==> src/rtl/spi_regbank_pkg.sv <==
// Shared definitions for the SPI register bank: FSM state encoding, R/W bit
// values and the frame length helper.
package spi_regbank_pkg;

  typedef logic [2:0] state_t;

  localparam state_t ST_IDLE = 3'd0;
  localparam state_t ST_CMD  = 3'd1;
  localparam state_t ST_ADDR = 3'd2;
  localparam state_t ST_DATA = 3'd3;
  localparam state_t ST_DONE = 3'd4;

  localparam logic RW_WRITE = 1'b1;
  localparam logic RW_READ  = 1'b0;

  function automatic int frame_len(input int addr_w, input int data_w);
    return 1 + addr_w + data_w;
  endfunction

endpackage

==> src/rtl/spi_sync_edge.sv <==
// Multi-flop synchroniser for one asynchronous input, with level and
// single-cycle rise/fall indications on the synchronised value.
module spi_sync_edge #(
  parameter int   STAGES    = 2,
  parameter logic RESET_VAL = 1'b0
) (
  input  logic clk,
  input  logic rst_n,
  input  logic din,
  output logic level,
  output logic rise,
  output logic fall
);

  logic [STAGES-1:0] chain;
  logic              prev;

  always_ff @(posedge clk or negedge rst_n) begin
    if (!rst_n) begin
      chain <= {STAGES{RESET_VAL}};
      prev  <= RESET_VAL;
    end else begin
      chain <= {chain[STAGES-2:0], din};
      prev  <= chain[STAGES-1];
    end
  end

  assign level = chain[STAGES-1];
  assign rise  = level & ~prev;
  assign fall  = ~level & prev;

endmodule

==> src/rtl/spi_regbank.sv <==
// Mode-0 SPI slave owning NUM_REGS registers: framed writes commit on chip-select
// release, reads stream the addressed register out on cipo.
module spi_regbank
  import spi_regbank_pkg::*;
#(
  parameter int ADDR_W      = 7,
  parameter int DATA_W      = 8,
  parameter int NUM_REGS    = 5,
  parameter int SYNC_STAGES = 2
) (
  input  logic                       clk,
  input  logic                       rst_n,
  input  logic                       sclk,
  input  logic                       copi,
  input  logic                       ncs,
  output logic                       cipo,
  output logic                       cipo_oe,
  output logic [NUM_REGS*DATA_W-1:0] regs_flat,
  output logic                       wr_strobe,
  output logic [ADDR_W-1:0]          wr_addr,
  output logic                       frame_err
);

  localparam int FRAME = frame_len(ADDR_W, DATA_W);
  localparam int CNT_W = $clog2(FRAME + 1);
  localparam int AW1   = ADDR_W + 1;
  localparam logic [CNT_W-1:0] CNT_ONE      = CNT_W'(1);
  localparam logic [CNT_W-1:0] CNT_ADDR_END = CNT_W'(1 + ADDR_W);
  localparam logic [CNT_W-1:0] CNT_FRAME    = CNT_W'(FRAME);
  localparam logic [AW1-1:0]   REGS_LIM     = AW1'(NUM_REGS);

  logic sclk_lvl, sclk_rise, sclk_fall;
  logic copi_lvl, copi_rise, copi_fall;
  logic ncs_lvl, ncs_rise, ncs_fall;
  logic unused_sync;

  spi_sync_edge #(.STAGES(SYNC_STAGES), .RESET_VAL(1'b0)) u_sync_sclk (
    .clk(clk), .rst_n(rst_n), .din(sclk), .level(sclk_lvl), .rise(sclk_rise), .fall(sclk_fall));
  spi_sync_edge #(.STAGES(SYNC_STAGES), .RESET_VAL(1'b0)) u_sync_copi (
    .clk(clk), .rst_n(rst_n), .din(copi), .level(copi_lvl), .rise(copi_rise), .fall(copi_fall));
  // Chip select resets to its inactive level so reset never looks like a frame start
  spi_sync_edge #(.STAGES(SYNC_STAGES), .RESET_VAL(1'b1)) u_sync_ncs (
    .clk(clk), .rst_n(rst_n), .din(ncs), .level(ncs_lvl), .rise(ncs_rise), .fall(ncs_fall));

  assign unused_sync = ^{sclk_lvl, copi_rise, copi_fall, ncs_fall};

  state_t             state;
  logic [CNT_W-1:0]   bit_cnt;
  logic [CNT_W-1:0]   cnt_next;
  logic [FRAME-1:0]   shift_in;
  logic               overrun;
  logic [DATA_W-1:0]  out_sh;
  logic [DATA_W-1:0]  regs [NUM_REGS];
  logic [DATA_W-1:0]  rd_data;

  logic              fr_rw;
  logic [ADDR_W-1:0] fr_addr;
  logic [DATA_W-1:0] fr_data;
  logic              fr_in_range;
  logic              frame_ok;
  logic              commit;
  logic [ADDR_W-1:0] ld_addr;
  logic              ld_rw;
  logic              ld_in_range;

  assign cnt_next    = bit_cnt + CNT_ONE;
  assign fr_rw       = shift_in[FRAME-1];
  assign fr_addr     = shift_in[DATA_W +: ADDR_W];
  assign fr_data     = shift_in[DATA_W-1:0];
  assign fr_in_range = {1'b0, fr_addr} < REGS_LIM;
  assign frame_ok    = (state != ST_IDLE) && (bit_cnt == CNT_FRAME) && !overrun;
  assign commit      = ncs_rise && frame_ok && (fr_rw == RW_WRITE) && fr_in_range;

  // While the address has just completed, its bits sit at the bottom of shift_in
  assign ld_addr     = shift_in[ADDR_W-1:0];
  assign ld_rw       = shift_in[ADDR_W];
  assign ld_in_range = {1'b0, ld_addr} < REGS_LIM;

  always_comb begin
    rd_data = '0;
    for (int i = 0; i < NUM_REGS; i++) begin
      if (ld_addr == ADDR_W'(i)) rd_data = regs[i];
    end
  end

  always_ff @(posedge clk or negedge rst_n) begin
    if (!rst_n) begin
      state     <= ST_IDLE;
      bit_cnt   <= '0;
      shift_in  <= '0;
      overrun   <= 1'b0;
      out_sh    <= '0;
      wr_strobe <= 1'b0;
      wr_addr   <= '0;
      frame_err <= 1'b0;
    end else begin
      wr_strobe <= 1'b0;
      if (ncs_rise) begin
        state <= ST_IDLE;
        if (state != ST_IDLE) begin
          if (!frame_ok) begin
            frame_err <= 1'b1;
          end else if (fr_rw == RW_WRITE) begin
            if (fr_in_range) begin
              wr_strobe <= 1'b1;
              wr_addr   <= fr_addr;
            end else begin
              frame_err <= 1'b1;
            end
          end
        end
      end else if (state == ST_IDLE) begin
        if (!ncs_lvl) begin
          state    <= ST_CMD;
          bit_cnt  <= '0;
          shift_in <= '0;
          overrun  <= 1'b0;
          out_sh   <= '0;
        end
      end else if (sclk_rise) begin
        if (bit_cnt == CNT_FRAME) begin
          overrun <= 1'b1;
        end else begin
          shift_in <= {shift_in[FRAME-2:0], copi_lvl};
          bit_cnt  <= cnt_next;
          if (cnt_next == CNT_FRAME)         state <= ST_DONE;
          else if (cnt_next == CNT_ADDR_END) state <= ST_DATA;
          else if (cnt_next == CNT_ONE)      state <= ST_ADDR;
        end
      end else if (sclk_fall && (state == ST_DATA)) begin
        if (bit_cnt == CNT_ADDR_END) begin
          if (ld_rw == RW_READ) begin
            out_sh <= ld_in_range ? rd_data : '0;
            if (!ld_in_range) frame_err <= 1'b1;
          end
        end else begin
          out_sh <= {out_sh[DATA_W-2:0], 1'b0};
        end
      end
    end
  end

  always_ff @(posedge clk or negedge rst_n) begin
    if (!rst_n) begin
      for (int i = 0; i < NUM_REGS; i++) regs[i] <= '0;
    end else if (commit) begin
      for (int i = 0; i < NUM_REGS; i++) begin
        if (fr_addr == ADDR_W'(i)) regs[i] <= fr_data;
      end
    end
  end

  for (genvar g = 0; g < NUM_REGS; g++) begin : g_flat
    assign regs_flat[g*DATA_W +: DATA_W] = regs[g];
  end

  assign cipo_oe = ~ncs_lvl;
  assign cipo    = (!ncs_lvl && (state == ST_DATA || state == ST_DONE)) ? out_sh[DATA_W-1] : 1'b0;

endmodule
==> config.mk <==
export PLATFORM = sky130hd
export DESIGN_NAME = spi_regbank
export DESIGN_NICKNAME = d
export VERILOG_FILES = /design/src/rtl/spi_regbank_pkg.sv /design/src/rtl/spi_sync_edge.sv /design/src/rtl/spi_regbank.sv
export SDC_FILE = /design/constraint.sdc
export NUM_CORES = 1
export LEC_CHECK = 0
export BUFFER_PORTS_ARGS = -buffer_cell sky130_fd_sc_hd__clkbuf_2
export CORE_MARGIN = 1
export CORE_UTILIZATION = 35
export CTS_CLUSTER_DIAMETER = 80
export DETAILED_ROUTE_END_ITERATION = 10
export SYNTH_ARGS = -nofsm -noshare
export SYNTH_HDL_FRONTEND = slang
export SYNTH_HIERARCHICAL = 1
export SYNTH_SLANG_ARGS = --single-unit
==> constraint.sdc <==
create_clock -name clk -period 3.15 [get_ports clk]
set_input_delay 0.1575 -clock clk [delete_from_list [all_inputs] [get_ports clk]]
set_output_delay 0.1575 -clock clk [all_outputs]
set_load 0.02 [all_outputs]
# After elaboration in Yosys (flattened, before gate mapping)
# Cells that the tools add are included.
[totals]
ff_bits = 90
inputBits = 5
out_inout_bits = 51
word_cells = 138
[op_classes]
addsub = 1
order_cmp = 2
n_eq_ne = 28
n_mux = 49
n_bitwise = 8
reduce_logical = 32
[op_table]
columns = ["operator", "n"]
rows = [
  ["$mux 8", 12],
  ["$mux 16", 4],
  ["$eq 7x2->1 const B", 4],
  ["$mux 3", 8],
  ["$mux 1", 21],
  ["$mux 5", 4],
  ["$ne 3x3->1 const B", 5],
  ["$eq 7x1->1 const B", 2],
  ["$eq 7x3->1 const B", 2],
  ["$logic_not 7->1", 2],
  ["$lt 7x3->1 const B", 2],
  ["$reduce_and 4->1", 3],
  ["$eq 5x4->1 const B", 2],
  ["$eq 5x5->1 const B", 2],
  ["$ne 2x2->1 const B", 5],
  ["$reduce_and 2->1", 5],
  ["$reduce_and 5->1", 2],
  ["$reduce_bool 2->1", 5],
  ["$reduce_and 9->1", 1],
  ["$logic_and 1x1->1", 7],
  ["$ne 2x1->1 const B", 3],
  ["$reduce_bool 3->1", 2],
  ["$add 5x1->5 const B", 1],
  ["$eq 5x1->1 const B", 1],
  ["other kinds (8)", 15],
]

# Longest topological paths before layout
[logic_depth]
depth_word = 12
depth_mapped = 7
mapped_depth_nobuf = 6

# Cells and area by module
# Netlist, hierarchy kept.
[modules_own_cells]
columns = ["module", "n_inst", "cells_each", "area_per_inst_um2", "seq_area_each_um2"]
rows = [
  ["spi_regbank", 1, 325, 4155.2, 2052.0],
  ["spi_sync_edge at u_sync_copi ...", 2, 5, 90.1, 75.1],
  ["spi_sync_edge at u_sync_ncs", 1, 5, 93.8, 78.8],
]

# Worst setup path before layout
# No wires, ideal clock.
[synth_path]
path_kind = "reg-to-reg"
startpoint = "register bit_cnt[0]"
endpoint = "register regs, in the netlist regs_flat[32]"
arrival_ns = 2.107
required_time_ns = 3.025
path_slack_ns = 0.918
stages_incl_launch_ff = 8
path_buffers = 1
synth_period_minus_slack_ns = 2.232
cell_sequence = "dfrtp_1 > inv_1 > ha_1 > and4bb_4 > nand4_4 > or4b_4 > buf_6 > mux2_4"
[synth_between]
elab_chain_len = 7
[synth_rtl]
columns = ["element", "line", "text"]
rows = [
  ["start, declared", "spi_regbank.sv:48", "logic [CNT_W-1:0] bit_cnt;"],
  ["start signal, assigned", "spi_regbank.sv:125", "bit_cnt <= cnt_next;"],
  ["$eq 5x5->1", "spi_regbank.sv:71", "assign frame_ok = (state != ST_IDLE) && (bit_cnt == CNT_FRAME) && !overrun;"],
  ["$logic_and 1x1->1 (2 in series)", "spi_regbank.sv:71", ""],
  ["$logic_and 1x1->1 (3 in series)", "spi_regbank.sv:72", "assign commit = ncs_rise && frame_ok && (fr_rw == RW_WRITE) && fr_in_range;"],
  ["$reduce_and 2->1 (no source line)", "--", ""],
  ["end signal, assigned by index", "spi_regbank.sv:148", "if (fr_addr == ADDR_W'(i)) regs[i] <= fr_data;"],
  ["end, declared", "spi_regbank.sv:53", "logic [DATA_W-1:0] regs [NUM_REGS];"],
]
# Every way passes these cells.
# A chain may end at the register's enable or synchronous reset.

# Worst setup path after layout
[layout_path]
startpoint = "register bit_cnt[0]"
endpoint = "register regs, in the netlist regs_flat[0]"
# The elaborated chain is that of the path after synthesis.

==> results_dict.tcl <==
set metrics [dict create \
    worstPathArrival_ns 2.65 \
    worst_setup_path_end_kind "flip-flop" \
    post_drt_wl_per_cell_um 17.5 \
    grt_max_degree 83 \
    post_cts_buffers 0 \
    leakage_nw 2.49 \
    rows 40 \
    die_width_um 114 \
    vias_per_cell 5.23 \
    worstHoldPathType "input pin to async pin" \
    start_kind "flip-flop" \
    rsz0062_at_grt "false" \
    fmax_mhz 413 \
    final_common_cell "dfrtp_1" \
    clk_latency_ns 0.34 \
    clock-skew-final_ns 0.00871 \
    worstPathRequired_ns 3.38 \
    yosysWarnings 6 \
    holdWs_ns -0.00741 \
    cts_resized 0 \
    diodes 0 \
    period_needed_ns 2.42 \
    slew_viol_final 0 \
    cts_tree "done" \
    clk_pin_slew_worst_paths_ns 0.07 \
    wl_met3_um 324 \
    cts.sink_count 90 \
    ioPinCount 56 \
    dr.pass1.iters 4 \
    violations "negative hold slack" \
    setup_viol 0 \
    ir_drop_mv 0.335 \
    drt_iter0_markers 172 \
    syn-instance-count 336 \
    met1Wirelength_um 4730 \
    h-tree-depth 3 \
    antenna_left 0 \
    root_buffer "clkbuf_16" \
    final_core_util_pct 42.1 \
    setup_tns_ns 0 \
    overflow 0 \
    pwr_density_cell_mw_per_mm2 602 \
    instances_no_fill 567 \
    grt_pass1_vias 3027 \
    syn_avg_cell_area_um2 13.0 \
    worst_slew_pin_slew_ns 1.04 \
    maxSlewHeadroom_pct 30.7 \
    io_buffers 55 \
    syn2layout_area_growth_pct 16.3 \
    cts_max_path_buffers 2 \
    vias 2968 \
    drive_gt1_share_pct 38.1 \
    nFillCells 1165 \
    post-route-drc-count 0 \
    netlist_area_mm2 0.00438 \
    antenna_found_initial 0 \
    met2WireLength_um 4690 \
    initial_core_util_pct 36.2 \
    hold_violations 2 \
    fp.dieArea_mm2 0.0130 \
    die_y_um 114 \
    path_max_fanout 9 \
    numCtsBuffers 9 \
    layout_common_cells "dfrtp_1, clkbuf_2, mux2_2" \
    max_cap_viol_count 0 \
    syn_nets 343 \
    core_region_area_mm2 0.0121 \
    wirelength_um 9900 \
    nets 401 \
    grt_pass1_wl_um 16300 \
    maxUsedRoutingLayer "met4" \
    status "finished with violations" \
    dp.cells 548 \
    grt.total_usage_pct 16.3 \
    critPathKind "flip-flop to flip-flop" \
    place_congestion 0.782 \
    timing.final.crit_share_pct 76.8 \
    dp_hpwl_um 6670 \
]
metal layers:
metal	vias to the layer above	track usage, %
met3	11	3.51
met4	0	5.97
met5	-	0
met2	55	25.2
li1	1378	-
met1	1524	22.4
sequential cells by signal, indices dropped and copies added (netlist names), 3 cells and up:
register and flops:
wr_addr 7, regs_flat 40, shift_in 16, out_sh 8
state 3, bit_cnt 5
area by class of cell:
class,instances,area (um^2),area share [%]
Timing Repair Buffer,68,383,7.51
Sequential cell,90,2260,44.3
Clock buffer,9,225,4.42
Inverter,15,56.3,1.11
Clock inverter,7,72.6,1.42
Multi-Input combinational cell,210,1890,37.1
Tap cell,168,210,4.13
per-stage QoR:
step | worst slack, ns | instance area (um^2) | power, mW
CTS | 0.722 | 5090 | 3.09
floorplan | 0.918 | 4380 | 1.88
global placement | 0.803 | 4770 | 2.01
finish | 0.729 | 5090 | 3.07
global route | 0.615 | 5090 | 3.22
detailed placement | 0.715 | 4770 | 2.03
path summary, 6_finish.rpt:
path                                      startpoint                   end  slack, ns  cells past startpoint
worst max-delay path                      bit_cnt[0]          regs_flat[0]       0.73                      6
worst min register to register  u_sync_sclk/chain[0]  u_sync_sclk/chain[1]       0.35                      0
max in group asynchronous                      rst_n          shift_in[15]       2.45                      2
worst max register to register            bit_cnt[0]          regs_flat[0]       0.73                      6
min in group clk                u_sync_sclk/chain[0]  u_sync_sclk/chain[1]       0.35                      0
worst min-delay path                           rst_n         regs_flat[39]     -0.007                      1
timing repair:
item	in CTS	in global routing
hold buffers	3	0
setup endpoints to repair	0	0
endpoints found under the hold margin	3	0
power by group:
group / switching [mW] / internal, mW / leakage [nW]
logic: 0.353 / 0.251 / 1.13
clock network: 0.496 / 0.558 / 0.143
registers: 0.186 / 1.22 / 1.22
total: 1.04 / 2.03 / 2.49
worst max-delay path: stages, from the launching register on:
cell and delay (ns):
dfrtp_1 0.45, inv_1 0.11, ha_1 0.25, and4bb_4 0.30, nand4_4 0.20, nor4_4 0.59
mux2_2 0.41
(Power assumes the default switching activity.)
